===== src/rtl/prefetch_unit_if.sv =====
`default_nettype none
// ============================================================================
// Module      : prefetch_unit_if
// Description : Bundles the instruction-memory request/response channel, the
//               decode-side instruction channel, the redirect input and the
//               performance counters of the prefetch unit.
//               master : prefetch unit side (issues fetches, feeds decode)
//               slave  : environment side (memory, decode, branch unit)
// Ports       : imem_req_valid/ready, imem_addr   - fetch request
//               imem_rsp_valid, imem_rsp_data     - in-order response beats
//               inst_valid/ready, inst_data/pc    - queue head toward decode
//               redirect_valid, redirect_pc       - branch/jump redirect
//               perf_fetched, perf_redirects      - event counters
// Revision    : 1.0 - initial release
// ============================================================================
interface prefetch_unit_if #(
  parameter int unsigned XLEN = 64
);

  logic            imem_req_valid;
  logic            imem_req_ready;
  logic [XLEN-1:0] imem_addr;
  logic            imem_rsp_valid;
  logic [31:0]     imem_rsp_data;
  logic            inst_valid;
  logic            inst_ready;
  logic [31:0]     inst_data;
  logic [XLEN-1:0] inst_pc;
  logic            redirect_valid;
  logic [XLEN-1:0] redirect_pc;
  logic [31:0]     perf_fetched;
  logic [31:0]     perf_redirects;

  modport master (
    output imem_req_valid, imem_addr,
    input  imem_req_ready, imem_rsp_valid, imem_rsp_data,
    output inst_valid, inst_data, inst_pc,
    input  inst_ready,
    input  redirect_valid, redirect_pc,
    output perf_fetched, perf_redirects
  );

  modport slave (
    input  imem_req_valid, imem_addr,
    output imem_req_ready, imem_rsp_valid, imem_rsp_data,
    input  inst_valid, inst_data, inst_pc,
    output inst_ready,
    output redirect_valid, redirect_pc,
    input  perf_fetched, perf_redirects
  );

endinterface
`default_nettype wire


===== src/rtl/prefetch_unit.sv =====
`default_nettype none
// ============================================================================
// Module      : prefetch_unit
// Description : Instruction prefetcher. Issues sequential word fetches, keeps
//               up to DEPTH instructions in a queue toward decode and never
//               has more requests in flight than free queue slots. A redirect
//               flushes the queue and drains stale responses in FLUSH.
// Ports       : clk   - sole clock, rising edge
//               reset - synchronous, active-high
//               bus   - prefetch_unit_if.master (memory, decode, redirect,
//                       performance counters)
// Config      : PREFETCH_PERF_EN - when defined, perf_fetched/perf_redirects
//               count delivered instructions and redirects; otherwise both
//               are tied to zero and no counter flops exist.
// Revision    : 1.0 - initial release
// ============================================================================
module prefetch_unit #(
  parameter int unsigned     XLEN     = 64,
  parameter int unsigned     DEPTH    = 4,
  parameter logic [XLEN-1:0] RESET_PC = '0
) (
  input  logic                   clk,
  input  logic                   reset,
  prefetch_unit_if.master        bus
);

  localparam int unsigned   PW      = $clog2(DEPTH);
  localparam int unsigned   CW      = PW + 1;
  localparam logic [CW-1:0] DEPTH_C = CW'(DEPTH);

  typedef enum logic [0:0] {
    ST_FETCH = 1'b0,
    ST_FLUSH = 1'b1
  } state_e;

  state_e            state_q, state_d;
  logic [XLEN-1:0]   fetch_pc_q, fetch_pc_d;
  logic [XLEN-1:0]   rsp_pc_q, rsp_pc_d;      // PC of the next fresh response
  logic [PW-1:0]     wr_ptr_q, wr_ptr_d;
  logic [PW-1:0]     rd_ptr_q, rd_ptr_d;
  logic [CW-1:0]     count_q, count_d;
  logic [CW-1:0]     outstanding_q, outstanding_d;
  logic [CW-1:0]     stale_q, stale_d;
  logic              req_valid_q, req_valid_d;
  logic              inst_valid_q, inst_valid_d;
  logic              settle_q;                 // first cycle after reset

  logic [31:0]       data_q [DEPTH];
  logic [XLEN-1:0]   pc_q   [DEPTH];

  logic              req_fire;
  logic              pop;
  logic              rsp;
  logic              push;
  logic [XLEN-1:0]   redir_pc;
  logic [CW-1:0]     inflight;

  assign req_fire = req_valid_q & bus.imem_req_ready;
  assign pop      = inst_valid_q & bus.inst_ready;
  // Responses still travelling from before reset are dropped for one cycle.
  assign rsp      = bus.imem_rsp_valid & ~settle_q;
  // A response coinciding with a redirect belongs to the old stream.
  assign push     = (state_q == ST_FETCH) & rsp & ~bus.redirect_valid;
  assign redir_pc = bus.redirect_pc & ~XLEN'(3);
  assign inflight = outstanding_q + CW'(req_fire);

  always_comb begin
    state_d       = state_q;
    fetch_pc_d    = fetch_pc_q;
    rsp_pc_d      = rsp_pc_q;
    wr_ptr_d      = wr_ptr_q;
    rd_ptr_d      = rd_ptr_q;
    count_d       = count_q + CW'(push) - CW'(pop);
    outstanding_d = outstanding_q;
    stale_d       = stale_q;

    if (req_fire) begin
      fetch_pc_d = fetch_pc_q + XLEN'(4);
    end
    if (push) begin
      wr_ptr_d = wr_ptr_q + PW'(1);
      rsp_pc_d = rsp_pc_q + XLEN'(4);
    end
    if (pop) begin
      rd_ptr_d = rd_ptr_q + PW'(1);
    end

    case (state_q)
      ST_FETCH: begin
        if (bus.redirect_valid) begin
          // Everything in flight, including a request accepted this cycle,
          // becomes stale; a response arriving now retires one of them.
          stale_d       = (rsp && (inflight != '0)) ? inflight - CW'(1) : inflight;
          outstanding_d = '0;
          count_d       = '0;
          wr_ptr_d      = '0;
          rd_ptr_d      = '0;
          fetch_pc_d    = redir_pc;
          rsp_pc_d      = redir_pc;
          state_d       = (stale_d != '0) ? ST_FLUSH : ST_FETCH;
        end else begin
          outstanding_d = inflight - CW'(rsp);
        end
      end
      ST_FLUSH: begin
        if (rsp && (stale_q != '0)) begin
          stale_d = stale_q - CW'(1);
        end
        if (bus.redirect_valid) begin
          fetch_pc_d = redir_pc;
          rsp_pc_d   = redir_pc;
        end
        state_d = (stale_d == '0) ? ST_FETCH : ST_FLUSH;
      end
      default: begin
        state_d = ST_FETCH;
      end
    endcase

    // Outputs are registered from next-state values so they match the
    // occupancy/outstanding registers in the cycle they are presented.
    req_valid_d  = (state_d == ST_FETCH) &&
                   (({1'b0, count_d} + {1'b0, outstanding_d}) < {1'b0, DEPTH_C});
    inst_valid_d = (count_d != '0);
  end

  always_ff @(posedge clk) begin
    if (reset) begin
      state_q       <= ST_FETCH;
      fetch_pc_q    <= RESET_PC;
      rsp_pc_q      <= RESET_PC;
      wr_ptr_q      <= '0;
      rd_ptr_q      <= '0;
      count_q       <= '0;
      outstanding_q <= '0;
      stale_q       <= '0;
      req_valid_q   <= 1'b0;
      inst_valid_q  <= 1'b0;
      settle_q      <= 1'b1;
    end else begin
      state_q       <= state_d;
      fetch_pc_q    <= fetch_pc_d;
      rsp_pc_q      <= rsp_pc_d;
      wr_ptr_q      <= wr_ptr_d;
      rd_ptr_q      <= rd_ptr_d;
      count_q       <= count_d;
      outstanding_q <= outstanding_d;
      stale_q       <= stale_d;
      req_valid_q   <= req_valid_d;
      inst_valid_q  <= inst_valid_d;
      settle_q      <= 1'b0;
    end
  end

  // Queue storage carries no reset; contents are qualified by count_q.
  always_ff @(posedge clk) begin
    if (push) begin
      data_q[wr_ptr_q] <= bus.imem_rsp_data;
      pc_q[wr_ptr_q]   <= rsp_pc_q;
    end
  end

  assign bus.imem_req_valid = req_valid_q;
  assign bus.imem_addr      = fetch_pc_q;
  assign bus.inst_valid     = inst_valid_q;
  assign bus.inst_data      = data_q[rd_ptr_q];
  assign bus.inst_pc        = pc_q[rd_ptr_q];

`ifdef PREFETCH_PERF_EN
  logic [31:0] perf_fetched_q;
  logic [31:0] perf_redirects_q;

  always_ff @(posedge clk) begin
    if (reset) begin
      perf_fetched_q   <= '0;
      perf_redirects_q <= '0;
    end else begin
      if (pop) begin
        perf_fetched_q <= perf_fetched_q + 32'd1;
      end
      if (bus.redirect_valid) begin
        perf_redirects_q <= perf_redirects_q + 32'd1;
      end
    end
  end

  assign bus.perf_fetched   = perf_fetched_q;
  assign bus.perf_redirects = perf_redirects_q;
`else
  assign bus.perf_fetched   = 32'd0;
  assign bus.perf_redirects = 32'd0;
`endif

endmodule
`default_nettype wire


===== src/flat_wrapper.sv =====
// flat-port wrapper written by rule: the top's interface ports become plain ports
module prefetch_unit_flat 
#(
  parameter int unsigned     XLEN     = 64,
  parameter int unsigned     DEPTH    = 4,
  parameter logic [XLEN-1:0] RESET_PC = '0
)
  (clk, reset, bus_imem_req_valid, bus_imem_addr, bus_imem_req_ready, bus_imem_rsp_valid, bus_imem_rsp_data, bus_inst_valid, bus_inst_data, bus_inst_pc, bus_inst_ready, bus_redirect_valid, bus_redirect_pc, bus_perf_fetched, bus_perf_redirects);
  prefetch_unit_if #(.XLEN(XLEN)) bus_i ();
  input  logic clk;
  input  logic reset;
  output wire logic [$bits(bus_i.imem_req_valid)-1:0] bus_imem_req_valid;
  output wire logic [$bits(bus_i.imem_addr)-1:0] bus_imem_addr;
  input wire logic [$bits(bus_i.imem_req_ready)-1:0] bus_imem_req_ready;
  input wire logic [$bits(bus_i.imem_rsp_valid)-1:0] bus_imem_rsp_valid;
  input wire logic [$bits(bus_i.imem_rsp_data)-1:0] bus_imem_rsp_data;
  output wire logic [$bits(bus_i.inst_valid)-1:0] bus_inst_valid;
  output wire logic [$bits(bus_i.inst_data)-1:0] bus_inst_data;
  output wire logic [$bits(bus_i.inst_pc)-1:0] bus_inst_pc;
  input wire logic [$bits(bus_i.inst_ready)-1:0] bus_inst_ready;
  input wire logic [$bits(bus_i.redirect_valid)-1:0] bus_redirect_valid;
  input wire logic [$bits(bus_i.redirect_pc)-1:0] bus_redirect_pc;
  output wire logic [$bits(bus_i.perf_fetched)-1:0] bus_perf_fetched;
  output wire logic [$bits(bus_i.perf_redirects)-1:0] bus_perf_redirects;
  assign bus_imem_req_valid = bus_i.imem_req_valid;
  assign bus_imem_addr = bus_i.imem_addr;
  assign bus_i.imem_req_ready = bus_imem_req_ready;
  assign bus_i.imem_rsp_valid = bus_imem_rsp_valid;
  assign bus_i.imem_rsp_data = bus_imem_rsp_data;
  assign bus_inst_valid = bus_i.inst_valid;
  assign bus_inst_data = bus_i.inst_data;
  assign bus_inst_pc = bus_i.inst_pc;
  assign bus_i.inst_ready = bus_inst_ready;
  assign bus_i.redirect_valid = bus_redirect_valid;
  assign bus_i.redirect_pc = bus_redirect_pc;
  assign bus_perf_fetched = bus_i.perf_fetched;
  assign bus_perf_redirects = bus_i.perf_redirects;
  prefetch_unit #(.XLEN(XLEN), .DEPTH(DEPTH), .RESET_PC(RESET_PC)) u_core (.clk(clk), .reset(reset), .bus(bus_i));
endmodule

===== config.mk =====
export PLATFORM = sky130hd
export DESIGN_NAME = prefetch_unit_flat
export DESIGN_NICKNAME = d
export VERILOG_FILES = /design/src/rtl/prefetch_unit_if.sv /design/src/rtl/prefetch_unit.sv /design/src/flat_wrapper.sv
export SDC_FILE = /design/constraint.sdc
export NUM_CORES = 1
export LEC_CHECK = 0
export BUFFER_PORTS_ARGS = -buffer_cell sky130_fd_sc_hd__clkbuf_2
export CORE_MARGIN = 5
export CORE_UTILIZATION = 40
export CTS_CLUSTER_DIAMETER = 150
export DETAILED_ROUTE_END_ITERATION = 8
export PLACE_DENSITY = 0.62
export SETUP_SLACK_MARGIN = 0.2
export SLEW_MARGIN = 10
export SYNTH_ARGS = -nofsm -noshare
export SYNTH_HDL_FRONTEND = slang
export SYNTH_SLANG_ARGS = --single-unit
export TNS_END_PERCENT = 20

===== constraint.sdc =====
create_clock -name clk -period 4.9 [get_ports clk]
set_clock_uncertainty 0.2 [all_clocks]
set_input_delay 0.98 -clock clk [delete_from_list [all_inputs] [get_ports clk]]
set_output_delay 0.98 -clock clk [all_outputs]
set_load 0.005 [all_outputs]

==> results_dict.tcl <==
set metrics [dict create \
    fmax_mhz 285 \
    holdCritStartpoint "u_core.stale_q[2]" \
    initial_antenna_violation_count 1 \
    critical_path_class "reg2reg" \
    max_slew_headroom_at_the_worst_pin 0.217 \
    most_common_cell_after_layout_fill_and_taps_aside "sky130_fd_sc_hd__edfxtp_1" \
    endpoint_kind "register" \
    initialDrtViolationCount 993 \
    report.final.slew_viol_count 0 \
    rsz_0062_raised_after_global_routing "false" \
    final_net_count 1965 \
    groute.usage.overall 0.184 \
    synth.lib_cells_used.distinct 56 \
    die_h_um 246 \
    worst_setup_path_start_kind "register" \
    ys_seq_elements 517 \
    tritoncts_clock_tree "done" \
    first_global_vias 14300 \
    synth-async-reset-ratio 0 \
    hpwlAfterDp_um 38400 \
    clk_path_buf_depth 3 \
    ctsHtreeMaxLevel 2 \
    regToRegStartpoint "u_core.state_q" \
    hold_ws_ns 0.287 \
    fin_crit_ns 3.51 \
    n_antenna_cell 0 \
    rr_endpoint "u_core.rsp_pc_q[52]" \
    crit_path_frequent_cell "sky130_fd_sc_hd__or4_1" \
    detailroute.via_count 14200 \
    yosysWarnings 0 \
    kind_of_path_behind_the_tightest_hold_check "reg2reg" \
    area_growth_syn_to_layout_pct 16.9 \
    clk_pin_slew_worst_paths_ns 0.06 \
    fp.coreArea_um2 55100 \
    worstPathCellList "or3b_4, or4_4, or4_1, or4_1, a31oi_1" \
    area_of_the_mapped_netlist_um2 22200 \
    cts.repair_timing.setup_buffer_count 0 \
    total_power_mw 9.96 \
    grt_start_max_net_pins 89 \
    die-width_um 246 \
    use_met3 0.0296 \
    leading_register_cell_type_out_of_synthesis "sky130_fd_sc_hd__edfxtp_1" \
    dr.pass1.iters 5 \
    critical_path.max_fanout 22 \
    maximum_vdd_ir_drop_v 0.000252 \
    holdPathStages 2 \
    setup_viol 0 \
    cts.hold.buffers_added 0 \
    grt_first_pass_wirelength_um 86400 \
    routed_via_density 5.39 \
    post_route_cells_drive_above_1_share 0.251 \
    root_buffer "sky130_fd_sc_hd__clkbuf_16" \
    antenna_left 0 \
    clock_insertion_delay_worst_skew_ns 0.60 \
    final_period_util 0.716 \
    sequential_cell_area_fraction_in_the_yosys_report 0.635 \
    num_rows 86 \
    reg2reg_setup_slack_ns 1.39 \
    worst-r2r-cell-count 5 \
    starting_density_of_the_core 0.403 \
    leak_pwr_nw 8.95 \
    delay_contributed_by_the_slowest_stage_of_the_critical_path_ns 0.86 \
    worst-slew-pin-transition_ns 1.16 \
    critical-path-slowest-cell "sky130_fd_sc_hd__or4_1" \
    dpl_cell_area_um2 24200 \
    outcome "complete, no violations" \
    total_of_max_cap_violations 0 \
    syn-mean-instance-area_um2 14.0 \
    die_area_um2 60400 \
    netlist_instances 1584 \
    residual_overflow_from_global_routing 0 \
    min_to "u_core.stale_q[2]" \
    cp.required_ns 5.23 \
    place.gp.congestion 0.817 \
    io-pin-count 328 \
    cellPowerDensity_nw_per_um2 383 \
    gr-max-usage-layer "met2" \
    most-common-layout-cells "376 x sky130_fd_sc_hd__edfxtp_1, 255 x sky130_fd_sc_hd__clkbuf_2, 139 x sky130_fd_sc_hd__dfxtp_1, 94 x sky130_fd_sc_hd__mux4_2, 80 x sky130_fd_sc_hd__nand2_1" \
    wl_per_cell_um 21.5 \
    worstPathArrival_ns 3.84 \
    timing.final.hold_violations 0 \
    final_area_um2 26000 \
    drt_wl_total_um 56800 \
    post_cts_sizing 0 \
    numClockSinks 517 \
    cts_buffers 54 \
    port_buffers 257 \
    synth_enable_flop_cells 376 \
    post-route-drc-count 0 \
    grt.met1_usage 0.252 \
    layout.core_utilization 0.472 \
    setup_tns_final_ns 0 \
    grt_use_met2 0.307 \
]
## worst max-delay path by stage
stage	cells after the start	startpoint	slack, ns	to
global route	13	bus_imem_req_ready	1.27	u_core.bus.imem_req_valid
finish	5	u_core.state_q	1.39	u_core.rsp_pc_q[52]
detailed placement	6	bus_imem_rsp_valid	0.81	u_core.rsp_pc_q[52]
CTS	3	u_core.rd_ptr_q[0]	1.35	bus_inst_pc[63]
floorplan	5	bus_redirect_valid	0.19	u_core.data_q[3][0]
global placement	6	bus_imem_rsp_valid	0.84	u_core.rsp_pc_q[52]
## Yosys cell counts, types with 9 or more instances
| library cell | count | area share |
|---|---|---|
| sky130_fd_sc_hd__o31a_1 | 41 | 0.016 |
| sky130_fd_sc_hd__nor4_1 | 38 | 0.011 |
| sky130_fd_sc_hd__and3_1 | 22 | 0.0062 |
| sky130_fd_sc_hd__xor2_1 | 21 | 0.0083 |
| sky130_fd_sc_hd__a21oi_1 | 64 | 0.014 |
| sky130_fd_sc_hd__and4_1 | 14 | 0.0055 |
| sky130_fd_sc_hd__nand3_1 | 53 | 0.012 |
| sky130_fd_sc_hd__nor3_1 | 36 | 0.0081 |
| sky130_fd_sc_hd__o21ai_0 | 9 | 0.0020 |
| sky130_fd_sc_hd__o31ai_1 | 10 | 0.0034 |
| sky130_fd_sc_hd__xnor2_1 | 50 | 0.020 |
| sky130_fd_sc_hd__nor4b_1 | 9 | 0.0035 |
| sky130_fd_sc_hd__mux4_2 | 94 | 0.095 |
| sky130_fd_sc_hd__clkbuf_1 | 56 | 0.0095 |
| sky130_fd_sc_hd__inv_1 | 77 | 0.013 |
| sky130_fd_sc_hd__buf_1 | 18 | 0.0030 |
| sky130_fd_sc_hd__buf_4 | 68 | 0.023 |
| sky130_fd_sc_hd__a211oi_1 | 18 | 0.0061 |
| sky130_fd_sc_hd__ha_1 | 18 | 0.010 |
| sky130_fd_sc_hd__nand2_1 | 80 | 0.014 |
| sky130_fd_sc_hd__nand4_1 | 41 | 0.012 |
| sky130_fd_sc_hd__or4_1 | 14 | 0.0047 |
| sky130_fd_sc_hd__or3_1 | 14 | 0.0039 |
| sky130_fd_sc_hd__nor2_1 | 58 | 0.0098 |
| sky130_fd_sc_hd__dfxtp_1 | 141 | 0.13 |
| sky130_fd_sc_hd__edfxtp_1 | 376 | 0.51 |
| sky130_fd_sc_hd__a21boi_0 | 49 | 0.017 |
| sky130_fd_sc_hd__o21a_1 | 18 | 0.0061 |
## registers in the layout, indices dropped and copies added, names as in the netlist
name / flops
u_core.settle_q: 1
u_core.bus.imem_addr: 62
u_core.rd_ptr_q: 2
u_core.bus.imem_req_valid: 1
u_core.data_q: 128
u_core.state_q: 1
u_core.bus.inst_valid: 1
u_core.rsp_pc_q: 62
u_core.pc_q: 248
u_core.count_q: 3
u_core.stale_q: 3
u_core.outstanding_q: 3
u_core.wr_ptr_q: 2
## power breakdown
part	total, mW	switching, mW	internal [mW]
clock	4.07	1.70	2.37
sequential	5.04	0.191	4.85
combinational	0.849	0.453	0.396
## layout make-up
type,instances,area [um2]
fill,4939,29100
sequential,517,14100
multi-input combinational,912,7290
timing repair buffer,282,1560
clock buffer,78,1550
tap,748,936
inverter,77,289
clock inverter,24,233
## cell families (layout without fill, tap and decap cells)
kind of cell    after synthesis  count (layout)  share of synthesized area
flops                       517             517                      0.635
simple gates                409             409                      0.100
compound gates              246             246                     0.0787
buf+inv                     222             461                     0.0494
mux                          99              99                     0.0975
xor+xnor                     71              71                     0.0280
fa+ha+maj                    19              19                     0.0110
other cells                   1              68                   0.000169
## worst max-delay path, delay by kind of cell (launching register included)
| family | cells | cell delay, ns |
|---|---|---|
| simple gates | 4 | 2.59 |
| compound gates | 1 | 0.16 |
| flops | 1 | 0.49 |
## routing by layer
metal,routed length (um),vias to the layer above
met5,0,-
li1,-,6530
met1,24400,7133
met3,3380,90
met4,1440,0
met2,27600,457
## per-stage QoR
step / cells / setup WS (ns)
3_5_place_dp: 2536 / 0.809
6_report: 2638 / 1.39
5_1_grt: 2638 / 1.27
2_1_floorplan: 1651 / 0.192
3_3_place_gp: 2536 / 0.839
4_1_cts: 2638 / 1.35
Note: power is estimated with default switching activity, not from simulation.
